--- config.mk ---
export PLATFORM = sky130hd
export DESIGN_NAME = ram_sync_be
export DESIGN_NICKNAME = d
export VERILOG_FILES = /design/src/rtl/ram_sync_be.sv
export SDC_FILE = /design/constraint.sdc
export NUM_CORES = 1
export LEC_CHECK = 0
export BUFFER_PORTS_ARGS = -buffer_cell sky130_fd_sc_hd__buf_4
export CAP_MARGIN = 15
export CORE_ASPECT_RATIO = 0.7
export CORE_MARGIN = 1
export CORE_UTILIZATION = 41
export DETAILED_ROUTE_END_ITERATION = 10
export HOLD_SLACK_MARGIN = 0.15
export PLACE_DENSITY_LB_ADDON = 0.08
export SLEW_MARGIN = 20
export SYNTH_ARGS = -nofsm -noshare
export SYNTH_HDL_FRONTEND = slang
export SYNTH_SLANG_ARGS = --single-unit
--- constraint.sdc ---
create_clock -name clock -period 3.71 [get_ports clock]
set_clock_uncertainty 0.15 [all_clocks]
set_input_delay 0.1855 -clock clock [delete_from_list [all_inputs] [get_ports clock]]
set_output_delay 0.1855 -clock clock [all_outputs]
set_load 0.01 [all_outputs]
--- src/rtl/ram_sync_be.sv ---
// Single-port synchronous RAM with byte enables, a registered read and valid strobe,
// optional write-through, and a sequencer that zeroes the array after reset or on request.
module ram_sync_be #(
  parameter int unsigned DATA_WIDTH    = 32,
  parameter int unsigned ADDR_WIDTH    = 5,
  parameter int unsigned DEPTH         = 32,
  parameter int unsigned WRITE_THROUGH = 0
) (
  input  logic                    clock,
  input  logic                    reset_n,
  input  logic                    chip_select,
  input  logic                    we,
  input  logic [DATA_WIDTH/8-1:0] byte_en,
  input  logic [ADDR_WIDTH-1:0]   address,
  input  logic [DATA_WIDTH-1:0]   data_in,
  input  logic                    clear,
  output logic [DATA_WIDTH-1:0]   data_out,
  output logic                    read_valid,
  output logic                    busy
);

  localparam int unsigned NUM_BYTES = DATA_WIDTH / 8;
  localparam int unsigned PTR_W     = (DEPTH > 1) ? $clog2(DEPTH) : 1;

  if ((DATA_WIDTH % 8) != 0 || DEPTH < 1 || DEPTH > (2 ** ADDR_WIDTH)) begin : g_bad_params
    $error("ram_sync_be: illegal DATA_WIDTH/DEPTH/ADDR_WIDTH combination");
  end

  typedef enum logic {
    ST_CLEAR = 1'b0,
    ST_IDLE  = 1'b1
  } state_e;

  logic [DATA_WIDTH-1:0] mem [DEPTH];

  state_e                state_q, state_d;
  logic [PTR_W-1:0]      clear_ptr_q, clear_ptr_d;
  logic [DATA_WIDTH-1:0] data_out_q, data_out_d;
  logic                  read_valid_q, read_valid_d;
  logic                  busy_q, busy_d;

  logic                  in_range_c;
  logic [PTR_W-1:0]      idx_c;
  logic                  access_c;
  logic                  wr_c;
  logic [DATA_WIDTH-1:0] rd_word_c;
  logic [DATA_WIDTH-1:0] merged_c;

  // A pending clear wins over an access presented in the same cycle.
  assign in_range_c = (32'(address) < DEPTH);
  assign idx_c      = address[PTR_W-1:0];
  assign access_c   = (state_q == ST_IDLE) && !clear && chip_select;
  assign wr_c       = access_c && we && in_range_c;
  assign rd_word_c  = in_range_c ? mem[idx_c] : '0;

  always_comb begin
    merged_c = rd_word_c;
    for (int i = 0; i < NUM_BYTES; i++) begin
      if (byte_en[i]) merged_c[8*i +: 8] = data_in[8*i +: 8];
    end
  end

  // Array has no reset; the clear sequencer owns it while busy.
  always_ff @(posedge clock) begin
    if (state_q == ST_CLEAR) begin
      mem[clear_ptr_q] <= '0;
    end else if (wr_c) begin
      for (int i = 0; i < NUM_BYTES; i++) begin
        if (byte_en[i]) mem[idx_c][8*i +: 8] <= data_in[8*i +: 8];
      end
    end
  end

  always_comb begin
    state_d      = state_q;
    clear_ptr_d  = clear_ptr_q;
    data_out_d   = data_out_q;
    read_valid_d = 1'b0;
    busy_d       = busy_q;
    case (state_q)
      ST_CLEAR: begin
        busy_d = 1'b1;
        if (clear_ptr_q == PTR_W'(DEPTH - 1)) begin
          state_d     = ST_IDLE;
          clear_ptr_d = '0;
          busy_d      = 1'b0;
        end else begin
          clear_ptr_d = clear_ptr_q + PTR_W'(1);
        end
      end
      ST_IDLE: begin
        busy_d = 1'b0;
        if (clear) begin
          state_d     = ST_CLEAR;
          clear_ptr_d = '0;
          busy_d      = 1'b1;
        end else if (access_c) begin
          if (!we) begin
            data_out_d   = rd_word_c;
            read_valid_d = 1'b1;
          end else if (WRITE_THROUGH != 0 && in_range_c) begin
            data_out_d = merged_c;
          end
        end
      end
      default: begin
        state_d     = ST_CLEAR;
        clear_ptr_d = '0;
        busy_d      = 1'b1;
      end
    endcase
  end

  always_ff @(posedge clock or negedge reset_n) begin
    if (!reset_n) begin
      state_q      <= ST_CLEAR;
      clear_ptr_q  <= '0;
      data_out_q   <= '0;
      read_valid_q <= 1'b0;
      busy_q       <= 1'b1;
    end else begin
      state_q      <= state_d;
      clear_ptr_q  <= clear_ptr_d;
      data_out_q   <= data_out_d;
      read_valid_q <= read_valid_d;
      busy_q       <= busy_d;
    end
  end

  assign data_out   = data_out_q;
  assign read_valid = read_valid_q;
  assign busy       = busy_q;

endmodule

==> impl_metrics.py, run 1 <==
metrics = {
    "clock_tree": {
        "cts_tree": "built",
        "cts-buffers-inserted": 103,
        "cts.sinks": 1064,
        "cts-root-buf": "clkbuf_16",
        "clk_pin_slew_worst_paths_ps": 70,
        "cts.htree.levels": 3,
        "cts_buffer_depth": 3,
        "post_cts_buffers": 0,
        "clock_latency_ps": 700,
    },
    "setup_path": {
        "critPathKind": "flop to flop",
        "arrival_ps": 3780,
        "cp-end-kind": "flop",
        "required_ps": 3890,
        "cp_max_fo": 17,
        "cp-start-kind": "flop",
    },
    "synth": {
        "synth_top_family_by_area": "multiplexers",
        "ys.flop_type": "edfxtp_1",
        "yosys.area_share.adder_pct": 0.05879,
        "yosys.area.top_type": "edfxtp_1",
        "postSynthCellCount": 2405,
        "syn_avg_cell_area_sq_um": 17.70,
        "ys_types": 43,
        "yosys.area.top_type_share_pct": 72.24,
        "synthArstFlopShare_pct": 3.759,
        "synth-xor-area-share_pct": 0.04115,
        "synth_common_cells": "1024 x edfxtp_1, 513 x mux2i_1, 133 x nor2_1",
        "seq_area_frac_synth_pct": 74.60,
        "syn_nets": 2453,
        "synthSimpleGateAreaFrac_pct": 2.669,
        "synth_mux_area_share_pct": 12.09,
        "synth_area_leaders": "edfxtp_1 72%, mux2i_1 12%, dfrtp_1 2.3%",
        "synth_compound_area_share_pct": 8.369,
        "synth-edff-count": 1024,
        "syn_area_sq_mm": 0.04256,
        "yosysWarningCount": 0,
        "synth-seq-cells": 1064,
        "yosysMostFrequentCell": "edfxtp_1",
    },
    "drt": {
        "totalWireLength_um": 111500,
        "drt_iter0_drc": 1746,
        "num_vias": 22470,
        "antenna_left": 0,
        "routedWlPerCell_um": 27.80,
        "drtPass1Iterations": 8,
        "drc": 0,
        "viasPerCell": 5.604,
    },
    "run_status": {
        "status": "complete, no violations",
    },
    "placement": {
        "dpl_cell_area_sq_mm": 0.04490,
        "hpwlAfterDp_um": 67510,
        "dp_cells": 3778,
        "io_buffer_count": 79,
        "gp_congestion": 0.8341,
        "place_ws_ps": 38.70,
    },
    "layout": {
        "fillers": 8692,
        "drive_gt1_share_pct": 17.33,
        "antenna_cells": 0,
        "nets": 2620,
        "layoutNonFillerInstCount": 4010,
        "final_area_sq_mm": 0.04864,
        "area_growth_pct": 14.27,
    },
    "min_path": {
        "min_path_type": "primary input to flop",
    },
    "die": {
        "die_width_um": 387.1,
        "initial_utilization_pct": 41.52,
        "core.rowCount": 98,
        "dieArea_sq_mm": 0.1051,
        "core_area_sq_mm": 0.1025,
        "chipHeight_um": 271.6,
        "ioPinCount": 80,
    },
    "global_route": {
        "overflow": 0,
        "grt_pass1_vias": 22580,
        "grt_start_max_net_pins": 109,
        "antenna_found_initial": 3,
        "grt_pass1_wl_um": 159900,
        "grt_use_total_pct": 21.11,
    },
    "sta": {
        "worst_slack_ps": 111.5,
        "worstMarginPinSlew_ps": 1255,
        "rsz0062_at_grt": "yes",
        "tns_ps": 0,
        "hold_viol_final": 0,
        "finalMaxSlewViolations": 0,
        "clock.fmax_mhz": 277.9,
        "finalCritPeriodShare_pct": 97.00,
        "relSlewSlack_pct": 16.08,
        "period_needed_ps": 3599,
        "setup_viol": 0,
    },
    "power_and_ir_drop": {
        "power.density_mw_per_mm2": 594.5,
        "max-vdd-ir-drop_uv": 442.7,
        "leakagePower_nw": 17.35,
    },
    "flow_run": {
        "drv_cap": 0,
    },
}
logic make-up after synthesis:
family,after synthesis
and+or+nand+nor,258
buffers and inverters,158
muxes,514
adders and majority gates,2
AOI/OAI and AO/OA,407
xor gates and xnor gates,2
DFF,1064
worst paths after layout:
| check | slack, ps | to | start | cells after the start |
|---|---|---|---|---|
| max | 110 | mem[17][6] | state_q | 7 |
| min | 220 | clear_ptr_q[0] | clear | 3 |
| max reg2reg | 110 | mem[17][6] | state_q | 7 |
| min reg2reg | 350 | data_out[30] | data_out[30] | 2 |
| max in group asynchronous | 2520 | data_out[29] | reset_n | 4 |
| min in group asynchronous | 540 | busy | reset_n | 3 |
what timing repair did:
item / 4_1_cts / 5_1_grt
endpoints found under the setup margin: 0 / 507
resized for setup: 0 / 57
endpoints found under the hold margin: 1083 / 0
hold buffers: 39 / 0
cell usage in the layout, fill, tap and decap left out, types with 3 or more instances in the layout:
cell type,count
clkinvlp_4,3
clkbuf_1,33
nor2_2,55
edfxtp_1,1024
dlygate4sd3_1,38
clkbuf_16,106
a221oi_1,32
clkbuf_8,5
nand2b_1,4
o41ai_2,32
nor2b_1,4
dfrtp_1,39
and2_1,33
nor4_1,6
a22oi_1,128
a31oi_2,8
buf_4,164
buf_12,12
a41oi_4,3
a21oi_1,65
nor3_1,9
inv_1,4
o22ai_1,34
a22o_1,64
clkinv_2,18
clkinv_1,22
a221oi_2,32
mux2i_1,513
nand2_1,56
nor2_1,77
stage by stage:
stage	hold slack, ps	util (%)	power, mW
after floorplan	-260.1	-	17.27
after global placement	180.6	43.78	19.08
after detailed placement	197.0	43.80	19.16
after CTS	168.2	47.26	29.07
after global routing	190.5	47.45	29.94
final	219.5	47.45	28.91
area by class of cell:
type,count,area (sq um),share of cell area (%)
clock buffer,144,2845,5.850
clock inverter,49,297.8,0.6123
inverter,4,15.01,0.03087
multi-input combinational,1183,10140,20.85
sequential,1064,31750,65.29
tap,1350,1689,3.473
timing repair buffer,216,1894,3.895
layer usage:
metal | GRT usage [%] | vias up | share of wire (%)
met5 | 0.8426 | - | 0.12
li1 | - | 10010 | -
met3 | 5.104 | 153 | 7.0
met4 | 4.992 | 4 | 2.1
met2 | 30.48 | 755 | 43
met1 | 31.88 | 11550 | 48
flip-flops by register name, indices dropped and copies added (netlist names):
register     flops
state_q          1
clear_ptr_q      5
read_valid       1
busy             1
data_out        32
mem           1024
report_power, final:
part | switching (mW) | total, mW | leakage, nW | internal, mW
clock | 4.40 | 9.88 | 1.53 | 5.48
combinational | 2.79 | 4.09 | 5.72 | 1.30
sequential | 0.469 | 14.9 | 10.1 | 14.5
total | 7.67 | 28.9 | 17.4 | 21.2
worst max-delay path, cell delays in order, from the launching register on:
cell and delay, ps:
dfrtp_1 340, and4b_1 570, o41a_2 460, buf_4 310, mux2i_1 440, nand2_1 110, buf_4 260, nor2_1 590
Note: power is estimated with default switching activity, not from simulation.
==> inputs of run 2 (changes only) <==
--- a/config.mk
+++ b/config.mk
@@ -5,9 +5,9 @@
 export SDC_FILE = /design/constraint.sdc
 export NUM_CORES = 1
 export LEC_CHECK = 0
-export BUFFER_PORTS_ARGS = -buffer_cell sky130_fd_sc_hd__buf_4
+export BUFFER_PORTS_ARGS = -buffer_cell sky130_fd_sc_hd__buf_2
 export CAP_MARGIN = 15
-export CORE_ASPECT_RATIO = 0.7
+export CORE_ASPECT_RATIO = 1.5
 export CORE_MARGIN = 1
 export CORE_UTILIZATION = 41
 export DETAILED_ROUTE_END_ITERATION = 10
==> run 2 against run 1 <==
  * Die area is essentially flat
  * First-iteration DRC count fell by 13%
  * Fmax is 1.7% lower
  * Utilization down 0.24 points
  * Via count decreased by 2.0%
  * Power hardly changed
  * Sequential cell count is the same
  * Clock-buffer cell count shrank 9
  * Worst hold slack improved by 7.5 ps
  * Clock power hardly changed
  * Critical path type unchanged
  * Critical endpoint is now mem[15][28]
  * Largest power group unchanged
  * Highest routed layer is now met4
==> impl_metrics.py, run 2 (same netlist as run 1, synthesis figures left out) <==
metrics = {
    "run_status": {
        "status": "complete, no violations",
    },
    "setup_path": {
        "critPathTopFamily": "simple AND/OR/NAND/NOR gates",
        "critPathKind": "flop to flop",
        "cp-start-kind": "flop",
        "ff2ff_path_depth": 5,
        "cp-end-kind": "flop",
        "cp_slowest_cell": "nor2_1",
        "r2r_slack_ps": 50,
        "worst_r2r_startpoint": "state_q",
        "path_cells": "and4b_1 -> o41a_2 -> buf_4 -> a41oi_2 -> nor2_1",
        "r2r-end": "mem[15][28]",
        "path_buf_inv": 1,
        "critPathLaunch": "state_q",
        "arrival_ps": 3810,
        "cp_max_fo": 43,
        "max_stage_delay_ps": 790,
        "cp.depth": 5,
        "required_ps": 3860,
        "endpoint": "mem[15][28]",
    },
    "power_and_ir_drop": {
        "power.density_mw_per_mm2": 595.4,
        "switchingPower_mw": 7.484,
        "leakagePower_nw": 17.40,
        "pwr-share-comb_pct": 13.3,
        "clkPwrFrac_pct": 35.0,
        "p_int_mw": 21.43,
        "finalPower_mw": 28.91,
        "netSwitchingFraction_pct": 25.89,
        "max-vdd-ir-drop_uv": 343.4,
        "seqPwrFrac_pct": 51.7,
    },
    "placement": {
        "gp_congestion": 0.7952,
        "io_buffer_count": 79,
        "place_ws_ps": -292.8,
        "dp_cells": 3829,
        "hpwlAfterDp_um": 68870,
    },
    "sta": {
        "finalCritPeriodShare_pct": 98.70,
        "hold_slack_ps": 227.0,
        "worstMarginPinSlew_ps": 1109,
        "relSlewSlack_pct": 25.78,
        "setup_viol": 0,
        "period_needed_ps": 3662,
        "finalMaxSlewViolations": 0,
        "tns_ps": 0,
        "rsz0062_at_grt": "yes",
        "worst_slack_ps": 48.33,
        "hold_viol_final": 0,
        "clock.fmax_mhz": 273.1,
    },
    "drt": {
        "drtPass1Iterations": 5,
        "antenna_left": 0,
        "totalWireLength_um": 110600,
        "routedWlPerCell_um": 27.31,
        "drc": 0,
        "viasPerCell": 5.439,
        "num_vias": 22020,
        "drt_iter0_drc": 1514,
    },
    "layout": {
        "multi_input_area_sq_mm": 0.01006,
        "drive_gt1_share_pct": 17.54,
        "area_growth_pct": 14.09,
        "antenna_cells": 0,
        "mostFrequentLayoutCells": "1024 x edfxtp_1, 512 x mux2i_1, 128 x a22oi_1, 103 x clkbuf_16, 99 x buf_4",
        "layoutNonFillerInstCount": 4049,
        "largest_reg_flops": 1024,
        "regMostFlops": "mem",
        "nets": 2628,
        "fillers": 8718,
        "final_common_cell": "edfxtp_1",
        "register_area_sq_mm": 0.03175,
    },
    "clock_tree": {
        "cts-root-buf": "clkbuf_16",
        "clk_pin_slew_worst_paths_ps": 60,
        "cts-buffers-inserted": 100,
        "cts_buffer_depth": 3,
        "clock_latency_ps": 680,
        "cts.sinks": 1064,
        "cts.htree.levels": 3,
        "post_cts_buffers": 0,
        "cts_tree": "built",
    },
    "die": {
        "initial_utilization_pct": 41.37,
        "chipHeight_um": 396.6,
        "core_area_sq_mm": 0.1029,
        "dieArea_sq_mm": 0.1051,
        "die_width_um": 265.1,
        "core.rowCount": 144,
        "ioPinCount": 80,
    },
    "flow_run": {
        "drv_cap": 0,
    },
    "global_route": {
        "grt_pass1_wl_um": 159800,
        "top_usage_layer": "met2",
        "overflow": 0,
        "grt_start_max_net_pins": 96,
        "globalRouteMet1Util_pct": 26.59,
        "antenna_found_initial": 2,
        "met3_usage_pct": 2.318,
        "use_met2_pct": 38.21,
        "grt_use_total_pct": 21.21,
        "grt_pass1_vias": 23160,
    },
    "min_path": {
        "min_path_type": "primary input to flop",
    },
}
-- run 2: cell types whose count changed in the layout (fill, tap and decap cells not counted), sizes merged --
cell | before | now
buf | 178 | 192
clkbuf | 144 | 135
bufinv | 2 | 8
clkinv | 42 | 36
dlygate4sd3 | 38 | 35
clkinvlp | 3 | 4
inv | 6 | 5
-- run 2: power groups by stage --
stage	clock network (mW)	registers [mW]	logic (mW)
finish	10.1	14.9	3.86
detailed placement	0	15.2	3.80
global placement	0	15.2	3.73
CTS	10.3	15.0	3.86
global route	10.8	15.0	4.15
floorplan	0	15.0	2.23
-- run 2: timing repair --
| action | in CTS | in global routing |
|---|---|---|
| setup endpoints to repair | 243 | 576 |
| hold buffers | 36 | 0 |
| gates resized for setup | 11 | 31 |
| gates cloned | 0 | 0 |
| hold endpoints to repair | 1054 | 0 |
-- run 2: tightest hold or removal path: stages --
cell and delay [ps]:
buf_2 220, nor2b_4 110, a22oi_1 160, a21oi_1 150, o41ai_2 210
-- run 2: layout make-up --
type,instances,area share [%]
multi-input cells,1183,20.72
inverters,4,0.03092
clock inverters,49,0.9250
well taps,1387,3.574
repair buffers,227,3.664
flip-flops and latches,1064,65.38
clock buffers,135,5.699
-- run 2: worst min-delay path by stage --
stage | startpoint | to | cells past startpoint
finish | address[2] | data_out[16] | 5
detailed placement | reset_n | data_out[7] | 1
floorplan | reset_n | clear_ptr_q[0] | 0
global placement | reset_n | data_out[2] | 1
CTS | address[2] | data_out[16] | 5
global route | address[2] | data_out[16] | 5
-- run 2: stage by stage --
step / util (%) / cell area (sq um)
floorplan: - / 42560
global placement: 43.59 / 44850
detailed placement: 43.61 / 44860
CTS: 47.13 / 48480
global route: 47.20 / 48560
finish: 47.20 / 48560
-- run 2: metal layers --
metal / up-vias / routed length (um)
met5: - / 0
met4: 0 / 2476
met3: 124 / 3718
met2: 454 / 58150
met1: 11470 / 46230
li1: 9979 / -
==> inputs of run 3 (changes only) <==
--- a/config.mk
+++ b/config.mk
@@ -12,7 +12,7 @@
 export CORE_UTILIZATION = 41
 export DETAILED_ROUTE_END_ITERATION = 10
 export HOLD_SLACK_MARGIN = 0.15
-export PLACE_DENSITY_LB_ADDON = 0.08
+export PLACE_DENSITY = 0.68
 export SLEW_MARGIN = 20
 export SYNTH_ARGS = -nofsm -noshare
 export SYNTH_HDL_FRONTEND = slang
==> run 3 against run 2 <==
  * Register-to-register slack better by 30 ps
  * Sequential cell count unchanged
  * Non-clock buffer count decreased by 36
  * Clock power is essentially flat
  * Cell area decreased by 0.93%
  * Die area unchanged
  * Sequential power hardly changed
  * Routed wire length decreased by 7.4%
  * Global-route usage decreased by 1.8 points
  * Combinational power decreased by 4%
  * Via count rose by 1.4%
  * Utilization decreased by 0.44 points
  * Critical path type unchanged
  * Highest routed layer unchanged
==> impl_metrics.py, run 3 (same netlist as run 1, synthesis figures left out) <==
metrics = {
    "clock_tree": {
        "cts.htree.levels": 3,
        "cts-buffers-inserted": 92,
        "cts_tree": "built",
        "clk_pin_slew_worst_paths_ps": 60,
        "cts-root-buf": "clkbuf_16",
        "cts_buffer_depth": 3,
        "clock_latency_ps": 670,
        "post_cts_buffers": 0,
        "cts.sinks": 1064,
    },
    "die": {
        "core.rowCount": 144,
        "ioPinCount": 80,
        "core_area_sq_mm": 0.1029,
        "die_width_um": 265.1,
        "chipHeight_um": 396.6,
        "initial_utilization_pct": 41.37,
        "dieArea_sq_mm": 0.1051,
    },
    "layout": {
        "utilization_pct": 46.76,
        "final_area_sq_mm": 0.04811,
        "mostFrequentLayoutCells": "1024 x edfxtp_1, 513 x mux2i_1, 131 x nor2_1, 128 x a22oi_1, 95 x clkbuf_16",
        "regMostFlops": "mem",
        "largest_reg_flops": 1024,
        "drive_gt1_share_pct": 14.95,
        "final_common_cell": "edfxtp_1",
        "area_growth_pct": 13.03,
        "nets": 2584,
        "antenna_cells": 0,
    },
    "flow_run": {
        "drv_cap": 0,
    },
    "power_and_ir_drop": {
        "leakagePower_nw": 17.18,
        "p_int_mw": 21.29,
        "netSwitchingFraction_pct": 25.71,
        "clkPwrFrac_pct": 34.8,
        "max-vdd-ir-drop_uv": 383.7,
        "seqPwrFrac_pct": 52.3,
        "pwr-share-comb_pct": 12.9,
        "switchingPower_mw": 7.370,
        "power.density_mw_per_mm2": 595.8,
    },
    "drt": {
        "routedWlPerCell_um": 25.58,
        "totalWireLength_um": 102400,
        "drt_iter0_drc": 2059,
        "num_vias": 22320,
        "viasPerCell": 5.578,
        "drtPass1Iterations": 5,
        "drc": 0,
        "antenna_left": 0,
    },
    "min_path": {
        "min_path_type": "primary input to flop",
    },
    "setup_path": {
        "critPathKind": "flop to flop",
        "arrival_ps": 3770,
        "cp-start-kind": "flop",
        "cp-end-kind": "flop",
        "cp_max_fo": 19,
        "required_ps": 3850,
    },
    "sta": {
        "finalCritPeriodShare_pct": 97.93,
        "rsz0062_at_grt": "yes",
        "worstMarginPinSlew_ps": 1165,
        "hold_viol_final": 0,
        "period_needed_ps": 3633,
        "finalMaxSlewViolations": 0,
        "relSlewSlack_pct": 22.09,
        "clock.fmax_mhz": 275.2,
        "setup_viol": 0,
    },
    "placement": {
        "hpwlAfterDp_um": 64190,
        "gp_congestion": 0.8493,
        "dpl_cell_area_sq_mm": 0.04456,
        "io_buffer_count": 79,
    },
    "global_route": {
        "grt_use_total_pct": 19.42,
        "overflow": 0,
        "grt_start_max_net_pins": 119,
        "grt_pass1_wl_um": 150000,
        "grt_pass1_vias": 23070,
        "antenna_found_initial": 0,
    },
    "run_status": {
        "status": "complete, no violations",
    },
}
-- run 3: what timing repair did --
| item | 4_1_cts | 5_1_grt |
|---|---|---|
| hold buffers | 37 | 0 |
| resized for setup | 0 | 1 |
| hold endpoints to repair | 1019 | 0 |
| setup endpoints to repair | 0 | 13 |
-- run 3: layout make-up --
cell class | instances | area, sq um
clock buffers | 115 | 2502
flip-flops and latches | 1064 | 31750
fillers | 8552 | 54770
clock inverters | 58 | 660.6
repair buffers | 191 | 1486
inverters | 4 | 15.01
multi-input cells | 1183 | 9958
well taps | 1387 | 1735
-- run 3: final timing paths --
path,slack [ps],cells past startpoint,from,end
max,80,5,state_q,mem[3][24]
min,230,5,address[0],data_out[3]
max reg2reg,80,5,state_q,mem[3][24]
min reg2reg,340,2,data_out[18],data_out[18]
max in group asynchronous,2250,4,reset_n,data_out[27]
min in group asynchronous,610,4,reset_n,data_out[11]
-- run 3: layer usage --
layer | GRT usage (%) | wire [um]
met5 | 0 | 0
met4 | 7.587 | 3490
met3 | 2.943 | 5908
met2 | 34.69 | 53560
met1 | 23.47 | 39430
-- run 3: power groups by stage --
stage / logic, mW / registers, mW / clock network (mW)
final: 3.70 / 15.0 / 9.98
after global routing: 3.92 / 15.1 / 10.5
after CTS: 3.70 / 15.0 / 10.1
after detailed placement: 3.66 / 15.2 / 0
after global placement: 3.53 / 15.2 / 0
after floorplan: 2.23 / 15.0 / 0
-- run 3: per-stage QoR --
stage | std cells | hold WS (ps) | power, mW | setup TNS [ps] | worst slack, ps
finish | 4002 | 225.8 | 28.66 | 0 | 76.85
global route | 4002 | 204.1 | 29.51 | -20.50 | -4.249
CTS | 4002 | 155.6 | 28.79 | 0 | 151.4
detailed placement | 3792 | 117.4 | 18.90 | 0 | 84.36
global placement | 3792 | 100.8 | 18.72 | 0 | 214.6
floorplan | 2405 | -260.1 | 17.27 | 0 | 1243
-- run 3: critical path, cell delays in order, from the launching register on --
cell     delay (ps)
dfrtp_1         340
and4b_1         290
o41a_2          520
mux2i_1         520
nand2_1         650
nor2_1          780
